### src/rtl/hcsr04_pkg.sv
// Shared types and constants for the HC-SR04 trigger/echo stages.
// Default cycle counts assume a 50 MHz clock.
package hcsr04_pkg;

  typedef enum logic [2:0] {
    IDLE,
    TRIG,
    WAIT_RISE,
    ECHO,
    HOLDOFF
  } state_e;

  localparam logic [1:0] ERR_OK     = 2'b00;
  localparam logic [1:0] ERR_NORISE = 2'b01;
  localparam logic [1:0] ERR_OVF    = 2'b10;

  localparam int DEF_TRIG_CYCLES   = 500;
  localparam int DEF_PERIOD_CYCLES = 3000000;
  localparam int DEF_RISE_TIMEOUT  = 50000;
  localparam int DEF_ECHO_MAX      = 1900000;
  localparam int DEF_CNT_W         = 22;

endpackage

### src/rtl/sync_edge_detect.sv
// Two-flop synchroniser for an asynchronous input, plus a history flop
// that turns the synchronised level into one-cycle rise/fall strobes.
module sync_edge_detect (
  input  logic clk,
  input  logic rst_n,
  input  logic d_in,
  output logic level_o,
  output logic rise_o,
  output logic fall_o
);

  logic meta_q, meta_d;
  logic sync_q, sync_d;
  logic hist_q, hist_d;

  always_comb begin
    meta_d = d_in;
    sync_d = meta_q;
    hist_d = sync_q;
  end

  always_ff @(posedge clk) begin
    if (!rst_n) begin
      meta_q <= 1'b0;
      sync_q <= 1'b0;
      hist_q <= 1'b0;
    end else begin
      meta_q <= meta_d;
      sync_q <= sync_d;
      hist_q <= hist_d;
    end
  end

  assign level_o = sync_q;
  assign rise_o  = sync_q & ~hist_q;
  assign fall_o  = ~sync_q & hist_q;

endmodule

### src/rtl/hcsr04_trigger_sequencer.sv
// HC-SR04 trigger sequencer: issues trigger pulses, supervises the echo with
// rise/width timeouts, enforces the repetition period, emits echo strobes.
module hcsr04_trigger_sequencer
  import hcsr04_pkg::*;
#(
  parameter int TRIG_CYCLES   = DEF_TRIG_CYCLES,
  parameter int PERIOD_CYCLES = DEF_PERIOD_CYCLES,
  parameter int RISE_TIMEOUT  = DEF_RISE_TIMEOUT,
  parameter int ECHO_MAX      = DEF_ECHO_MAX,
  parameter int CNT_W         = DEF_CNT_W
) (
  input  logic       iCLK_50,
  input  logic       iRST_n,
  input  logic       iEnable,
  input  logic       iSingle,
  input  logic       iEcho,
  output logic       oTrig,
  output logic       oGate,
  output logic       oStart,
  output logic       oDone,
  output logic       oTimeout,
  output logic [1:0] oErr,
  output logic       oBusy
);

  localparam logic [CNT_W-1:0] TRIG_LAST   = CNT_W'(TRIG_CYCLES - 1);
  localparam logic [CNT_W-1:0] RISE_LAST   = CNT_W'(RISE_TIMEOUT - 1);
  localparam logic [CNT_W-1:0] ECHO_LAST   = CNT_W'(ECHO_MAX - 1);
  localparam logic [CNT_W-1:0] PERIOD_MAX  = CNT_W'(PERIOD_CYCLES);
  localparam logic [CNT_W-1:0] PERIOD_LAST = CNT_W'(PERIOD_CYCLES - 1);

  logic echo_s, echo_rise, echo_fall;

  sync_edge_detect u_echo_sync (
    .clk    (iCLK_50),
    .rst_n  (iRST_n),
    .d_in   (iEcho),
    .level_o(echo_s),
    .rise_o (echo_rise),
    .fall_o (echo_fall)
  );

  state_e           state_q, state_d;
  logic [CNT_W-1:0] phase_q, phase_d;
  logic [CNT_W-1:0] period_q, period_d;
  logic [1:0]       err_q, err_d;
  logic             trig_q, trig_d, gate_q, gate_d, busy_q, busy_d;
  logic             start_q, start_d, done_q, done_d, timeout_q, timeout_d;
  logic             period_done;

  // Leaving on the cycle the counter reaches its limit keeps trigger-to-trigger
  // spacing at exactly PERIOD_CYCLES in continuous mode.
  assign period_done = (period_q >= PERIOD_LAST);

  always_comb begin
    state_d   = state_q;
    phase_d   = phase_q + CNT_W'(1);
    period_d  = (period_q == PERIOD_MAX) ? period_q : period_q + CNT_W'(1);
    err_d     = err_q;
    start_d   = 1'b0;
    done_d    = 1'b0;
    timeout_d = 1'b0;

    case (state_q)
      IDLE: begin
        if (iEnable || iSingle) state_d = TRIG;
      end
      TRIG: begin
        if (phase_q == TRIG_LAST) state_d = WAIT_RISE;
      end
      WAIT_RISE: begin
        if (echo_rise) begin
          state_d = ECHO;
          start_d = 1'b1;
        end else if (phase_q == RISE_LAST) begin
          state_d   = HOLDOFF;
          timeout_d = 1'b1;
          err_d     = ERR_NORISE;
        end
      end
      ECHO: begin
        // A fall on the limit cycle still counts as a valid measurement.
        if (echo_fall) begin
          state_d = HOLDOFF;
          done_d  = 1'b1;
        end else if (phase_q == ECHO_LAST) begin
          state_d   = HOLDOFF;
          timeout_d = 1'b1;
          err_d     = ERR_OVF;
        end
      end
      HOLDOFF: begin
        if (period_done && !echo_s) state_d = iEnable ? TRIG : IDLE;
      end
      default: state_d = IDLE;
    endcase

    if (state_d != state_q) phase_d = '0;
    if (state_d == TRIG && state_q != TRIG) begin
      period_d = '0;
      err_d    = ERR_OK;
    end

    trig_d = (state_d == TRIG);
    gate_d = (state_d == ECHO) && echo_s;
    busy_d = (state_d != IDLE);
  end

  always_ff @(posedge iCLK_50) begin
    if (!iRST_n) begin
      state_q   <= IDLE;
      phase_q   <= '0;
      period_q  <= '0;
      err_q     <= ERR_OK;
      trig_q    <= 1'b0;
      gate_q    <= 1'b0;
      busy_q    <= 1'b0;
      start_q   <= 1'b0;
      done_q    <= 1'b0;
      timeout_q <= 1'b0;
    end else begin
      state_q   <= state_d;
      phase_q   <= phase_d;
      period_q  <= period_d;
      err_q     <= err_d;
      trig_q    <= trig_d;
      gate_q    <= gate_d;
      busy_q    <= busy_d;
      start_q   <= start_d;
      done_q    <= done_d;
      timeout_q <= timeout_d;
    end
  end

  assign oTrig    = trig_q;
  assign oGate    = gate_q;
  assign oStart   = start_q;
  assign oDone    = done_q;
  assign oTimeout = timeout_q;
  assign oErr     = err_q;
  assign oBusy    = busy_q;

endmodule
### config.mk
export PLATFORM = sky130hd
export DESIGN_NAME = hcsr04_trigger_sequencer
export DESIGN_NICKNAME = d
export VERILOG_FILES = /design/src/rtl/hcsr04_pkg.sv /design/src/rtl/sync_edge_detect.sv /design/src/rtl/hcsr04_trigger_sequencer.sv
export SDC_FILE = /design/constraint.sdc
export NUM_CORES = 1
export LEC_CHECK = 0
export ABC_AREA = 1
export BUFFER_PORTS_ARGS = -buffer_cell sky130_fd_sc_hd__buf_2
export CAP_MARGIN = 5
export CORE_MARGIN = 10
export CORE_UTILIZATION = 45
export DETAILED_ROUTE_END_ITERATION = 8
export PLACE_DENSITY_LB_ADDON = 0.1
export SETUP_SLACK_MARGIN = 0.2
export SKIP_LAST_GASP = 1
export SYNTH_ARGS = -nofsm -noshare
export SYNTH_HDL_FRONTEND = slang
export SYNTH_SLANG_ARGS = --single-unit
export TNS_END_PERCENT = 100
### constraint.sdc
create_clock -name iCLK_50 -period 3.3 [get_ports iCLK_50]
set_input_delay 0 -clock iCLK_50 [delete_from_list [all_inputs] [get_ports iCLK_50]]
set_output_delay 0 -clock iCLK_50 [all_outputs]
set_load 0.03 [all_outputs]
==> impl_metrics.json <==
{
  "rsz0062_at_grt": "false",
  "synth_area_leaders": "dfxtp_1, nor2_1, nand2_1",
  "worst_ep_required_time_ns": 3.50,
  "ys_warn_count": 0,
  "grt_pass1_wl_mm": 10.16,
  "synth_nets": 437,
  "diodes": 0,
  "r2r_setup_slack_ns": 1.01,
  "combPwrFrac": 0.051,
  "hold_viol": 0,
  "track_usage": 0.1222,
  "die_height_um": 101.9,
  "cp.buffers_inverters": 0,
  "cts_tree": "built",
  "drv_slew": 0,
  "syn_inst": 429,
  "synth_largest_area_cell": "dfxtp_1",
  "grt_overflow": 0,
  "synthDistinctLibCells": 28,
  "min_to": "oGate$_SDFF_PN0_",
  "clk_latency_ns": 0.34,
  "slowest_stage": "o21ai_4",
  "io_buffers": 12,
  "async_reset_ff_frac": 0,
  "powerDensity_nw_per_um2": 410.8,
  "synth_seq_cells": 58,
  "vias": 2485,
  "drt-total-wl_mm": 5.758,
  "cp-start-kind": "flop",
  "final.fill_count": 651,
  "finalClockSkew_ns": 0.007513,
  "whs_path_depth": 6,
  "syn_to_final_growth_pct": 9.785,
  "syn_area_um2": 3018,
  "first_pass_iters": 5,
  "final.period_utilization": 0.6946,
  "path_cells": "ha_1 > nand4_1 > nor2_1 > nand3_1 > nand2_1 > nand2_1 > nor2_4 > nand2_2 > o21ai_4 > nor2_1",
  "p_sw_uw": 324.5,
  "antenna_found_initial": 0,
  "synthFlopType": "dfxtp_1",
  "cp_data_arrival_time_ns": 2.50,
  "grt_max_degree": 25,
  "htreeDepth": 3,
  "ir_drop_mv": 0.2365,
  "io_pins": 13,
  "seq_area_frac_synth": 0.3847,
  "swShare": 0.2384,
  "internal-power_uw": 1037,
  "postRouteAntennaNets": 0,
  "drive_above_1_share": 0.1038,
  "cap_violations": 0,
  "viasPerCell": 4.689,
  "place_congestion": 0.9044,
  "root_buffer": "clkbuf_8",
  "finalSetupTns_ns": 0,
  "grt_pass1_vias": 2303,
  "hold_slack_ns": 0.2891,
  "final_util": 0.5159,
  "cts_buffers": 9,
  "cts_resized": 0,
  "setup_violations": 0,
  "synth.avg_cell_area_um2": 7.035,
  "cts_sinks": 58,
  "post_cts_buffers": 0,
  "hold_class": "input port to flop",
  "fp.coreArea_um2": 6422,
  "post-dp-hpwl_mm": 4.317,
  "drc": 0,
  "path_class": "flop to flop",
  "fp.dieArea_um2": 10380,
  "worstMarginPinSlew_ns": 0.6627,
  "pwr-share-seq": 0.528,
  "wl_per_cell_um": 10.86,
  "start_util": 0.4699,
  "cellLeakagePower_uw": 0.001377,
  "r2r_cells": 10,
  "cp_top_family": "simple AND/OR/NAND/NOR gates",
  "status": "finished clean",
  "cts_buffer_depth": 2,
  "drtIter0Drc": 85,
  "clkPwrFrac": 0.421,
  "nNetsFinal": 457,
  "max_freq_mhz": 436.3,
  "pre_cts_slack_ns": 0.9835,
  "cts_hold_buf": 3,
  "r2r-start": "phase_q[0]$_SDFF_PP0_",
  "rr_endpoint": "period_q[18]$_SDFFE_PP0P_",
  "path_clk_slew_ns": 0.06,
  "period_minus_slack_ns": 2.292,
  "fp-row-count": 29,
  "synth_commonest_cells": "nor2_1, nand2_1, inv_1",
  "endpoint_kind": "flop",
  "synth_edf_count": 0,
  "critPathMaxFanout": 24,
  "cpPeakStageDelay_ns": 0.53,
  "yosysTopAreaCellShare": 0.3847,
  "setup_slack_ns": 1.008,
  "min_from": "iEnable",
  "maxSlewHeadroom": 0.5565,
  "synth.most_common_cell": "nor2_1",
  "die_x_um": 101.9
}
[cell usage in the layout, fill, tap and decap left out]
| cell type | instances |
|---|---|
| nand2_1 | 73 |
| nand2_2 | 3 |
| a21o_1 | 1 |
| nor3_2 | 3 |
| ha_1 | 3 |
| a21oi_1 | 5 |
| inv_1 | 71 |
| dlygate4sd3_1 | 3 |
| o21ai_4 | 1 |
| nor3_1 | 11 |
| nand4_1 | 8 |
| buf_2 | 12 |
| nor2_2 | 9 |
| nand3b_1 | 1 |
| nor4_1 | 7 |
| dfxtp_1 | 58 |
| o21bai_2 | 1 |
| clkbuf_1 | 1 |
| nand3_4 | 1 |
| clkbuf_8 | 11 |
| nor2_1 | 94 |
| xor2_1 | 25 |
| clkinv_2 | 4 |
| o21ai_0 | 2 |
| nand3_1 | 28 |
| nor2_4 | 1 |
| mux2i_1 | 1 |
| and3_1 | 1 |
| nand3_2 | 1 |
| xnor2_1 | 13 |
[worst max-delay path by stage]
stage / startpoint / endpoint / slack, ns / cells past startpoint
after CTS: phase_q[0]$_SDFF_PP0_ / period_q[21]$_SDFFE_PP0P_ / 0.98 / 10
final: phase_q[0]$_SDFF_PP0_ / period_q[18]$_SDFFE_PP0P_ / 1.01 / 10
after detailed placement: phase_q[0]$_SDFF_PP0_ / period_q[18]$_SDFFE_PP0P_ / 0.98 / 10
after global routing: phase_q[0]$_SDFF_PP0_ / period_q[9]$_SDFFE_PP0P_ / 0.69 / 10
after global placement: phase_q[0]$_SDFF_PP0_ / period_q[18]$_SDFFE_PP0P_ / 1.06 / 10
after floorplan: phase_q[0]$_SDFF_PP0_ / period_q[1]$_SDFFE_PP0P_ / 1.46 / 11
[through the flow]
step           cell area, um2  std cells  total power, uW
6_report                 3313        530             1361
4_1_cts                  3313        530             1385
2_1_floorplan            3018        429            792.8
3_3_place_gp             3113        512            802.1
3_5_place_dp             3113        512            802.6
5_1_grt                  3313        530             1425
[flip-flops by register name, indices dropped and copies added (netlist names)]
register	flops
period_q	22
u_echo_sync.meta_q	1
oErr	2
phase_q	22
oStart	1
u_echo_sync.hist_q	1
u_echo_sync.level_o	1
oBusy	1
oTrig	1
oTimeout	1
oDone	1
state_q	3
oGate	1
[kinds of logic after synthesis]
group,Yosys count,synth area share
AND/OR/NAND/NOR,241,0.3557
AO/OA/AOI/OAI,10,0.02322
buffers and inverters,78,0.1103
multiplexers,1,0.003317
adder cells (fa/ha/maj),3,0.01244
flip-flops,58,0.3847
XOR/XNOR,38,0.1103
[metal layers]
| metal | vias up | part of all wire | global-route usage |
|---|---|---|---|
| met5 | - | 0 | 0 |
| met4 | 0 | 0.016 | 0.04664 |
| met3 | 14 | 0.047 | 0.04791 |
| met2 | 38 | 0.46 | 0.1948 |
| met1 | 1081 | 0.47 | 0.1459 |
| li1 | 1352 | - | - |
[worst min-delay path, cell delays in order]
cell and delay (ns):
buf_2 0.10, and3_1 0.18, nand3_1 0.11, nand2_2 0.09
nand2_1 0.06, nor2_1 0.04
[cell type report]
cell class / count / area, um2 / share of cell area
Tap cell: 77 / 96.34 / 0.02908
Timing Repair Buffer: 15 / 90.09 / 0.02719
Inverter: 72 / 271.5 / 0.08195
Sequential cell: 58 / 1161 / 0.3505
Multi-Input combinational cell: 293 / 1524 / 0.4600
Clock buffer: 12 / 155.1 / 0.04683
Clock inverter: 3 / 15.01 / 0.004532
[power groups by stage]
stage               logic, uW  registers (uW)  clock network (uW)
finish                   70.0             718                 573
global route             79.7             719                 626
CTS                      71.6             718                 595
detailed placement       68.8             734                   0
global placement         68.8             733                   0
floorplan                56.1             737                   0
No activity file was read; power rests on OpenSTA's default activity.
